--- src/rtl/cpu_pkg.sv ---
// Shared definitions for the program-counter stage in front of SingleCPU.
// Provides the sequencer state encoding, the halt-cause codes reported on
// halt_cause, the default reset PC and the word-alignment mask.
package cpu_pkg;

    // Sequencer states, kept as plain 2-bit constants.
    typedef logic [1:0] state_t;
    localparam state_t ST_IDLE = 2'd0;
    localparam state_t ST_RUN  = 2'd1;
    localparam state_t ST_HALT = 2'd2;

    // Why the sequencer stopped; NONE after reset or (re)start.
    typedef logic [1:0] halt_cause_t;
    localparam halt_cause_t CAUSE_NONE     = 2'b00;
    localparam halt_cause_t CAUSE_MISALIGN = 2'b01;
    localparam halt_cause_t CAUSE_SELFLOOP = 2'b10;
    localparam halt_cause_t CAUSE_LIMIT    = 2'b11;

    localparam logic [31:0] RESET_PC_DEFAULT = 32'h0000_0000;

    // Instructions are 32-bit words, so the two low address bits must be zero.
    localparam logic [31:0] WORD_ALIGN_MASK = 32'h0000_0003;

endpackage

--- src/rtl/pc_halt_check.sv ---
// Combinational halt detector for pc_sequencer.
// Decides whether retiring the current instruction should stop the sequencer
// and why, with MISALIGN over SELFLOOP over LIMIT.
// Ports:
//   addr        in   32     current PC
//   next_addr   in   32     PC proposed by the CPU for the next instruction
//   retired_cnt in   CNT_W  instructions retired so far (before this one)
//   halt_req    out  1      1 = stop after this instruction
//   cause       out  2      reason code, CAUSE_NONE when halt_req=0
module pc_halt_check
    import cpu_pkg::*;
#(
    parameter int MAX_INSTR = 23,
    parameter int CNT_W     = 16
) (
    input  logic [31:0]      addr,
    input  logic [31:0]      next_addr,
    input  logic [CNT_W-1:0] retired_cnt,
    output logic             halt_req,
    output halt_cause_t      cause
);

    localparam logic [CNT_W-1:0] LIMIT_VAL = CNT_W'(MAX_INSTR);

    logic [CNT_W-1:0] cnt_inc;
    logic             misalign;
    logic             selfloop;
    logic             limit;

    assign cnt_inc  = retired_cnt + CNT_W'(1);
    assign misalign = |(next_addr & WORD_ALIGN_MASK);
    assign selfloop = (next_addr == addr);
    // A saturated counter can never reach the limit again, so the wrapped
    // increment must not be allowed to match.
    assign limit    = (MAX_INSTR != 0) && (retired_cnt != '1) && (cnt_inc == LIMIT_VAL);

    // NOTE: both outputs get a default before the priority chain so no path
    // leaves them unassigned, which would otherwise infer latches.
    always_comb begin
        halt_req = 1'b0;
        cause    = CAUSE_NONE;
        if (misalign) begin
            halt_req = 1'b1;
            cause    = CAUSE_MISALIGN;
        end else if (selfloop) begin
            halt_req = 1'b1;
            cause    = CAUSE_SELFLOOP;
        end else if (limit) begin
            halt_req = 1'b1;
            cause    = CAUSE_LIMIT;
        end
    end

endmodule

--- src/rtl/pc_sequencer.sv ---
// Program-counter stage directly upstream of SingleCPU.
// Owns the PC that feeds SingleCPU.Addr_in and takes SingleCPU.Addr_o as the
// next PC. A start pulse launches (or relaunches) execution from RESET_PC;
// stall freezes the stage; a misaligned target, a self-loop or the retire
// limit stops it and records why.
// Ports:
//   clk          in   1      rising-edge clock
//   rst_n        in   1      asynchronous active-low reset
//   start        in   1      start from IDLE / restart from HALT (ignored in RUN)
//   stall        in   1      freeze PC, counter and halt checks while running
//   next_addr_i  in   32     next PC from SingleCPU.Addr_o
//   addr_o       out  32     current PC (registered)
//   running      out  1      1 while in RUN (registered)
//   halted       out  1      1 while in HALT (registered)
//   halt_cause   out  2      00 NONE, 01 MISALIGN, 10 SELFLOOP, 11 LIMIT
//   retired_cnt  out  CNT_W  instructions retired since last start, saturating
module pc_sequencer
    import cpu_pkg::*;
#(
    parameter logic [31:0] RESET_PC  = RESET_PC_DEFAULT,
    parameter int          MAX_INSTR = 23,
    parameter int          CNT_W     = 16
) (
    input  logic             clk,
    input  logic             rst_n,
    input  logic             start,
    input  logic             stall,
    input  logic [31:0]      next_addr_i,
    output logic [31:0]      addr_o,
    output logic             running,
    output logic             halted,
    output logic [1:0]       halt_cause,
    output logic [CNT_W-1:0] retired_cnt
);

    state_t           state;
    logic             halt_req;
    halt_cause_t      req_cause;
    logic [CNT_W-1:0] cnt_sat_inc;

    pc_halt_check #(
        .MAX_INSTR (MAX_INSTR),
        .CNT_W     (CNT_W)
    ) u_halt_check (
        .addr        (addr_o),
        .next_addr   (next_addr_i),
        .retired_cnt (retired_cnt),
        .halt_req    (halt_req),
        .cause       (req_cause)
    );

    assign cnt_sat_inc = (retired_cnt == '1) ? retired_cnt : retired_cnt + CNT_W'(1);

    // running/halted are flopped alongside state rather than decoded from it,
    // so they change on exactly the same edge as the state they mirror.
    // NOTE: all state here uses non-blocking assignments so every register
    // samples the pre-edge values and the update order inside the block is
    // irrelevant.
    always_ff @(posedge clk or negedge rst_n) begin
        if (!rst_n) begin
            state       <= ST_IDLE;
            addr_o      <= RESET_PC;
            running     <= 1'b0;
            halted      <= 1'b0;
            halt_cause  <= CAUSE_NONE;
            retired_cnt <= '0;
        end else begin
            case (state)
                ST_RUN: begin
                    // start is deliberately ignored here; stall wins.
                    if (!stall) begin
                        retired_cnt <= cnt_sat_inc;
                        if (halt_req) begin
                            state      <= ST_HALT;
                            running    <= 1'b0;
                            halted     <= 1'b1;
                            halt_cause <= req_cause;
                            // A limit halt still commits the target; a bad
                            // target (misaligned or self-loop) is not taken.
                            if (req_cause == CAUSE_LIMIT) begin
                                addr_o <= next_addr_i;
                            end
                        end else begin
                            addr_o <= next_addr_i;
                        end
                    end
                end
                default: begin
                    // IDLE and HALT hold everything until a start pulse.
                    if (start) begin
                        state       <= ST_RUN;
                        running     <= 1'b1;
                        halted      <= 1'b0;
                        addr_o      <= RESET_PC;
                        retired_cnt <= '0;
                        halt_cause  <= CAUSE_NONE;
                    end
                end
            endcase
        end
    end

endmodule
--- config.mk ---
export PLATFORM = sky130hd
export DESIGN_NAME = pc_sequencer
export DESIGN_NICKNAME = d
export VERILOG_FILES = /design/src/rtl/cpu_pkg.sv /design/src/rtl/pc_halt_check.sv /design/src/rtl/pc_sequencer.sv
export SDC_FILE = /design/constraint.sdc
export NUM_CORES = 1
export LEC_CHECK = 0
export CORE_UTILIZATION = 40
export CTS_BUF_LIST = sky130_fd_sc_hd__clkbuf_8
export DETAILED_ROUTE_END_ITERATION = 10
export PLACE_DENSITY = 0.66
export SETUP_SLACK_MARGIN = 0.1
export SLEW_MARGIN = 15
export SYNTH_ARGS = -nofsm -noshare
export SYNTH_HDL_FRONTEND = slang
export SYNTH_SLANG_ARGS = --single-unit
--- constraint.sdc ---
create_clock -name clk -period 3.06 [get_ports clk]
set_clock_uncertainty 0.15 [all_clocks]
set_input_delay 0.612 -clock clk [delete_from_list [all_inputs] [get_ports clk]]
set_output_delay 0.612 -clock clk [all_outputs]
set_load 0.02 [all_outputs]
---- Word level (Yosys, flattened, before mapping) ----
Index checks and enable logic that the tools add are counted.
word-level totals
  bits in registers ....................... 54
  bits in latches ......................... 0
  RAM bits ................................ 0
  bits in read-only memories .............. 0
  input bits .............................. 36
  output and inout port bits .............. 52
  logic and storage cells ................. 54
  memories kept ........................... 0
operators by class
  add/subtract/negate cells ............... 1
  multiply operators ...................... 0
  div/mod/pow operators ................... 0
  $lt $le $gt $ge ......................... 0
  equality and inequality tests ........... 10
  shifts and indexed selects .............. 0
  mux-type cells .......................... 31
  bitwise gates (word level) .............. 0
  reductions and logical operators ........ 6
operators with widths
  operator                                         count
  two-way mux 32 bit                               5
  two-way mux 16 bit                               4
  == test 32 bit                                   1
  two-way mux 2 bit                                11
  adder 16 x 1 -> 16 bit (second input constant)   1
  == test 16 bit (second input constant)           1
  == test 16 x 5 -> 1 bit (second input constant)  1
  inequality test 16 bit (second input constant)   1
  two-way mux 1 bit                                11
  AND reduction 3 bit                              3
  inequality test 2 bit (second input constant)    3
  inequality test 3 bit (second input constant)    1
  == test 2 x 1 -> 1 bit (second input constant)   1
  == test 2 bit (second input constant)            1
  nonzero test 2 bit                               1
  OR reduction 2 bit                               1
  logical AND 1 bit                                1

---- Depth between registers and ports, before layout ----
  depth in word-level cells ............... 11
  mapped depth ............................ 9
  depth with buffers taken out ............ 7

---- Hierarchy ----
A second synthesis with hierarchy kept.
second synthesis, totals
  cell total of the unflattened synthesis .. 331
  area, all modules ....................... 2936.6 um2
modules (own cells, without submodules)
  module         instances  cells an instance  area each (um2)  sequential area each (um2)
  pc_sequencer   1          264                2423.6           1301.2
  pc_halt_check  1          67                 513.0            0.0

---- Worst setup path before layout ----
OpenSTA, ideal clock, no wires.
  kind .................................... register to register
  start point ............................. reg retired_cnt[1]
  end point ............................... reg halt_cause[1]
  library setup time ...................... 124 ps
  arrival time ............................ 2212 ps
  required time ........................... 2786 ps
  path slack .............................. 574 ps
  stages on the path, launching flop included .. 9
  path buffers ............................ 1
  clock period less this slack ............ 2486 ps
  path through ............................ dfrtp_1 -> ha_1 -> buf_2 -> inv_1 -> nor4_1 -> nor3_1 -> a31o_1 -> and3_1 -> o31a_1
between the ends
  word-level cells in the longest chain between the ends .. 9
  elaborated cells on any way between the ends .. 15
  classes of those cells .................. 1 x add/sub; 3 x eq/ne; 9 x mux; 2 x reduce/logical
RTL lines
  item                      line                 RTL
  start: declaration        pc_sequencer.sv:33   output logic [CNT_W-1:0] retired_cnt
  start signal: assignment  pc_sequencer.sv:72   retired_cnt <= cnt_sat_inc;
  adder 16 x 1 -> 16 bit    pc_halt_check.sv:30  assign cnt_inc = retired_cnt + CNT_W'(1);
  == test 16 x 5 -> 1 bit   pc_halt_check.sv:35  assign limit = (MAX_INSTR != 0) && (retired_cnt != '1) && (cnt_inc == LIMIT_VAL);
  logical AND 1 bit *       pc_halt_check.sv:35
  two-way mux 2 bit         pc_halt_check.sv:48  end else if (limit) begin
  two-way mux 2 bit         pc_halt_check.sv:45  end else if (selfloop) begin
  two-way mux 2 bit         pc_halt_check.sv:42  if (misalign) begin
  two-way mux 2 bit         pc_sequencer.sv:73   if (halt_req) begin
  two-way mux 2 bit         pc_sequencer.sv:71   if (!stall) begin
  two-way mux 2 bit         pc_sequencer.sv:68   case (state)
  end signal: assignment    pc_sequencer.sv:77   halt_cause <= req_cause;
  end: declaration          pc_sequencer.sv:32   output logic [1:0] halt_cause,
Mark *: on every way between the ends. The rest lies on a longest branch, timed or not. The select of a mux whose other input is x is not followed.
A chain may end at the register's enable or synchronous reset.

---- Worst setup path after layout ----
  start point ............................. reg retired_cnt[1]
  end point ............................... reg retired_cnt[13]
between the ends
  word-level cells in the longest chain between the ends .. 4
  elaborated cells on any way between the ends .. 7
  classes of those cells .................. 1 x add/sub; 2 x eq/ne; 3 x mux; 1 x reduce/logical
RTL lines
  item                    line                RTL
  adder 16 x 1 -> 16 bit  pc_sequencer.sv:52  assign cnt_sat_inc = (retired_cnt == '1) ? retired_cnt : retired_cnt + CNT_W'(1);
  two-way mux 16 bit      pc_sequencer.sv:52
  two-way mux 16 bit      pc_sequencer.sv:71
  two-way mux 16 bit      pc_sequencer.sv:68
Several ways; a longest one is shown, not always the timed one. The select of a mux whose other input is x is not followed.

==> impl_metrics.py <==
metrics = {
    "routing": {
        "drt-pass1-iter-count": 4,
        "routedLengthMet1_mm": 3.47,
        "wl_met2_mm": 3.43,
        "wire_per_inst_um": 14.3,
        "via_per_inst": 5.20,
        "route.detailed.drc": 0,
        "drtIter0Drc": 131,
        "wl_met3_um": 481,
        "top_layer_used": "met4",
        "drtAntennaViolNets": 0,
        "vias": 2688,
        "routed_wl_mm": 7.41,
    },
    "pwr": {
        "leakage_nw": 1.54,
        "finalPower_mw": 2.07,
        "powerDensity_mw_per_mm2": 515,
        "irDropWorstVdd_mv": 0.259,
    },
    "worst_setup_path": {
        "critical_path.slowest_cell": "dfrtp_1",
        "startpoint_type": "flop",
        "crit_family": "simple AND/OR/NAND/NOR gates",
        "cp.arrival_ns": 2.68,
        "cp_max_fo": 13,
        "crit_buf_inv": 1,
        "r2r_slack_ns": 0.42,
        "path_cells": "ha_1, inv_1, nor2_1, a31o_2, and2_1, o21ai_0, o41ai_1",
        "reg2reg_from": "retired_cnt[1]",
        "path_class": "flop to flop",
        "cp_num_cells": 7,
        "end_kind": "flop",
        "slowest_delay_ns": 0.52,
        "rr_worst_depth": 7,
        "crit_end": "retired_cnt[13]",
        "required_ns": 3.11,
        "crit_start": "retired_cnt[1]",
        "reg2reg_to": "retired_cnt[13]",
    },
    "clocking": {
        "htreeDepth": 2,
        "post-cts-setup-buffers": 0,
        "cts_tree": "yes",
        "clockRootBuffer": "clkbuf_8",
        "hold_buffers": 0,
        "clk_pin_slew_ns": 0.10,
        "postCtsResizedCells": 0,
        "clkSinkCount": 52,
        "cts_buffers": 5,
        "worstSkewPairLatency_ns": 0.30,
        "clockBufferDepth": 2,
    },
    "cells_and_area": {
        "postLayoutCellArea_mm2": 0.00402,
        "diodes": 0,
        "final_cell_mix": "86 x clkdlybuf4s50_1, 73 x nand2_1, 52 x dfrtp_1",
        "area_growth_pct": 37.7,
        "nets": 458,
        "layout_commonest_cell": "clkdlybuf4s50_1",
        "drive_above_1_share": 0.0618,
        "nFillCells": 619,
    },
    "yosys": {
        "synth_area_leader_cell": "dfrtp_1",
        "synthArstFlopShare": 1.00,
        "synth_ff_type": "dfrtp_1",
        "yosysWarnings": 0,
        "synth_cell_types": 47,
        "ys_seq_area_frac": 0.446,
        "synth_edf_count": 0,
        "synth_top_area_share": 0.446,
        "ys_top_cells_by_area": "dfrtp_1 45%, xnor2_1 10%, nand2_1 9.4%",
        "postSynthCellCount": 338,
        "synth_area_mm2": 0.00292,
        "synth_nets": 376,
        "yosys_register_bits": 52,
        "synth.avg_cell_area_um2": 8.63,
    },
    "sta": {
        "fin_crit_ns": 2.64,
        "finalCritPeriodShare": 0.862,
        "setup_viol": 0,
        "clock.fmax_mhz": 379,
        "slew_violations": 0,
        "slew_headroom": 0.686,
        "tightest_slew_ns": 0.470,
        "rsz0062_at_grt": "false",
        "hold_violations": 0,
        "finalSetupTns_ns": 0,
    },
    "global_routing": {
        "grt_antenna_before_repair": 0,
        "grt_pass1_wl_mm": 12.5,
        "grt_pass1_vias": 2536,
        "overflow": 0,
        "grt_max_degree": 61,
        "track_usage": 0.210,
    },
    "floorplanning": {
        "fp.dieW_um": 87.4,
        "dieArea_mm2": 0.00763,
        "io_pins": 88,
        "core_area_mm2": 0.00691,
        "rows": 30,
        "die_y_um": 87.4,
        "initial_utilization": 0.422,
    },
    "flow_run": {
        "drv_cap": 0,
    },
    "placement": {
        "post_dp_cell_area_mm2": 0.00391,
        "dp_hpwl_mm": 5.36,
        "finalWeightedCongestion": 0.862,
        "portBuffers": 87,
    },
    "run_status": {
        "status": "completed",
    },
    "hold_path": {
        "hp-class": "primary input to asynchronous set/reset pin",
    },
}
-- registers in the layout, indices dropped and copies added, names as in the netlist --
name / count
state: 1
retired_cnt: 16
halted: 1
addr_o: 32
halt_cause: 2
-- power breakdown --
group | switching, mW | internal, mW
Sequential | 0.0958 | 0.774
Combinational | 0.385 | 0.336
Clock | 0.236 | 0.240
Total | 0.717 | 1.35
-- Yosys cell counts (all sizes together), types with 2 or more instances --
cell type  instances
and4               2
o21ai             51
clkbuf            16
nor2              18
or2                2
nor3               5
nand2b             2
inv                5
o31ai              5
o211ai             2
dfrtp             52
buf                6
nand3              8
ha                 2
a31o               2
a21oi              6
nand2             73
nand4             13
and2               6
nor4               5
xnor2             34
o41ai              4
xor2               3
-- per-layer routing --
layer,vias to the layer above,track usage
met5,-,0
met4,0,0.0417
met3,4,0.0616
met2,72,0.328
met1,1282,0.290
li1,1330,-
-- cell families (layout without fill, tap and decap cells) --
group	count (synthesis)	in the layout	share of synthesized area
AOI/OAI and AO/OA	80	80	0.164
buffers and inverters	27	110	0.0386
adders and majority gates	2	2	0.00858
DFF	52	52	0.446
and+or+nand+nor	140	140	0.231
xor gates and xnor gates	37	37	0.111
-- worst min path at each step --
stage	start	end	slack, ns	depth (start not counted)
2_1_floorplan	rst_n	addr_o[0]	0.17	0
3_3_place_gp	halted	halted	0.35	1
3_5_place_dp	halted	halted	0.35	1
4_1_cts	rst_n	retired_cnt[4]	0.10	1
5_1_grt	rst_n	retired_cnt[4]	0.12	1
6_report	rst_n	retired_cnt[4]	0.09	1
-- worst register-to-register path: stages (launching register included) --
cell and delay (ns):
dfrtp_1 0.52, ha_1 0.40, inv_1 0.12, nor2_1 0.30, a31o_2 0.34, and2_1 0.46, o21ai_0 0.16, o41ai_1 0.09
-- metrics by stage --
step / utilization / worst slack [ns] / std cells / hold slack [ns]
6_report: 0.581 / 0.421 / 517 / 0.0944
5_1_grt: 0.581 / 0.157 / 517 / 0.115
4_1_cts: 0.581 / 0.398 / 517 / 0.104
3_5_place_dp: 0.566 / 0.288 / 509 / 0.355
3_3_place_gp: 0.566 / 0.361 / 509 / 0.353
2_1_floorplan: - / 0.574 / 338 / 0.166
-- area by class of cell --
cell class | instances | area (µm²) | area share
tap | 96 | 120 | 0.0299
clock buffer | 5 | 68.8 | 0.0171
sequential | 52 | 1300 | 0.324
inverter | 5 | 18.8 | 0.00467
clock inverter | 3 | 38.8 | 0.00966
timing repair buffer | 97 | 953 | 0.237
multi-input combinational | 259 | 1510 | 0.377
Note: power is estimated with default switching activity, not from simulation.
==> RTL change, RTL diff (same settings) <==
Make the reset (`rst_n`) synchronous in one clocked block. Comments in the files are not updated.
--- a/src/rtl/pc_sequencer.sv
+++ b/src/rtl/pc_sequencer.sv
@@ -57,5 +57,5 @@
     // samples the pre-edge values and the update order inside the block is
     // irrelevant.
-    always_ff @(posedge clk or negedge rst_n) begin
+    always_ff @(posedge clk) begin
         if (!rst_n) begin
             state       <= ST_IDLE;
Check against the original RTL: differs if rst_n is asserted again (counterexample within 4 cycles, from zero or initial values and one cycle with rst_n low); with rst_n held inactive, the same outputs for 4 cycles.
==> RTL change against the unedited design <==
Setup slack improved by 28 ps; sequential cell count is the same; design area shrank 2.2%; via count up 0.30%; wire length up 4.3%; area after synthesis is 1.9% lower.
Power is not compared: it rests on default switching activity, and its combinational part moved more than twofold at a synthesized area within 25%.
==> RTL change: results (changes against the unedited design) <==
[run_status]
status = completed

[yosys]
postSynthNetCount = 386  ; +2.7%
count_of_different_cell_masters_after_synthesis = 45  ; -4.3%
synth.yosys.seq_area_share = 0.364  ; -0.0824
most_area_consuming_cells_after_synthesis = sky130_fd_sc_hd__dfxtp_1 (36%), sky130_fd_sc_hd__xor2_1 (11%), sky130_fd_sc_hd__mux2i_1 (10%)
fraction_of_registers_with_async_set_or_reset_after_synthesis = 0  ; -1.00
ys.warnings.count = 0  ; unchanged
synth_top_cells_by_count = sky130_fd_sc_hd__nand2_1 (74), sky130_fd_sc_hd__dfxtp_1 (52), sky130_fd_sc_hd__xor2_1 (35)
dominantRegCellSynth = sky130_fd_sc_hd__dfxtp_1

[finish]
layout-drive-gt1-share = 0.0605  ; -0.00129
biggestRegsByFlops = addr_o (32), retired_cnt (16), halt_cause (2)
fillCellCount = 669  ; +8.1%
finish.net_count = 468  ; +2.2%
antennaDiodeCount = 0  ; unchanged

[clocking]
worstSkewPairLatency_ps = 300  ; about the same
clk_path_buf_depth = 2  ; unchanged
cts-resized-gates = 0  ; unchanged
cts_made_buffers = 5  ; unchanged
path_clk_slew_ps = 90
postCtsSetupRepairBufs = 0  ; unchanged
h-tree-depth = 2  ; unchanged
cts_root_buffer = sky130_fd_sc_hd__clkbuf_8

[worst_hold_path]
hold_class = reg -> reg

[route]
vias = 2696  ; +0.30%
drtPass1Iterations = 4  ; unchanged
drt-initial-drc-count = 200  ; +53%
route.detailed.wl_per_inst_um = 14.7  ; +2.6%

[worst_setup_path]
number_of_cells_traversed_by_the_worst_register_to_register_path = 7  ; unchanged
critPathLaunch = retired_cnt[1]
timing.setup.critical_path_class = reg -> reg
setup_slack_of_the_worst_register_to_register_path_ps = 450  ; +30 ps
cp_max_fanout = 10  ; -3
worstReg2RegEnd = retired_cnt[13]
rr_startpoint = retired_cnt[1]
worst_ep_arrival_time_ps = 2700  ; +20 ps

[global_routing]
grt_use_total = 0.215  ; +0.00507
grt_pass1_vias = 2548  ; +0.47%
grt_antenna_before_repair = 0  ; unchanged
grt_pass1_wl_um = 12800  ; +3.1%
maximum_number_of_pins_on_one_net_before_global_route_repair = 40  ; -34%

[power_and_ir_drop]
power.static_leakage_nw = 1.50
p_int_w = 0.000969
irDropWorstVdd_mv = 0.178

[placed_design]
postPlaceCellArea_mm2 = 0.00385  ; -1.5%
detailedPlacementHpwl_um = 5610  ; +4.7%
port_buffers = 87  ; unchanged
globalplace.congestion = 0.810  ; -6.1%

[timing]
slew_headroom = 0.622  ; -0.0644

## RTL change: cell families (layout without fill, tap and decap cells)
group,count (synthesis),after routing,share of synthesized area
AND/OR/NAND/NOR,149,149,0.252
AO/OA/AOI/OAI,52,52,0.115
XOR/XNOR,36,36,0.113
flip-flops,52,52,0.364
buffers and inverters,26,108,0.0385
adder cells (fa/ha/maj),2,2,0.00875
multiplexers,31,31,0.109
## RTL change: layout make-up
class	instances	area share
well taps	96	0.0306
inverters	6	0.00573
flip-flops and latches	52	0.265
clock inverters	2	0.00223
multi-input cells	270	0.439
repair buffers	95	0.240
clock buffers	5	0.0175
## RTL change: per-layer routing
metal,up-vias,GRT usage,part of all wire
met4,0,0.0500,0.0096
met5,-,0,0
met3,7,0.0438,0.062
met1,1243,0.309,0.49
li1,1358,-,-
met2,88,0.330,0.44
## RTL change: how the worst min path moves through the flow
stage | from | to | slack [ps] | cells past startpoint
3_5_place_dp | addr_o[0] | addr_o[0] | 310 | 2
3_3_place_gp | addr_o[0] | addr_o[0] | 300 | 2
2_1_floorplan | addr_o[0] | addr_o[0] | 390 | 2
6_report | addr_o[0] | addr_o[0] | 330 | 2
4_1_cts | addr_o[0] | addr_o[0] | 330 | 2
5_1_grt | halt_cause[1] | halt_cause[1] | 350 | 2
## RTL change: worst max-delay path, stage by stage (launching register included)
cell	delay (ps)
sky130_fd_sc_hd__dfxtp_1	510
sky130_fd_sc_hd__ha_1	290
sky130_fd_sc_hd__nand3_1	240
sky130_fd_sc_hd__nor3_2	360
sky130_fd_sc_hd__a21o_1	370
sky130_fd_sc_hd__nand2_1	230
sky130_fd_sc_hd__a21boi_0	240
sky130_fd_sc_hd__o21a_1	150
## RTL change: power by group through the flow
stage          Sequential, W  Clock, W  Combinational (W)
6_report            0.000710  0.000370           0.000256
5_1_grt             0.000712  0.000414           0.000280
4_1_cts             0.000709  0.000382           0.000259
3_5_place_dp        0.000725         0           0.000257
3_3_place_gp        0.000724         0           0.000256
2_1_floorplan       0.000741         0           0.000113
## RTL change: per-stage QoR
stage          utilization  setup WS, ps  cells  total power (W)
2_1_floorplan            -           784    348         0.000854
3_3_place_gp         0.560           226    519         0.000980
3_5_place_dp         0.560           202    519         0.000982
4_1_cts              0.572           411    526          0.00135
5_1_grt              0.572           190    526          0.00141
6_report             0.572           449    526          0.00134
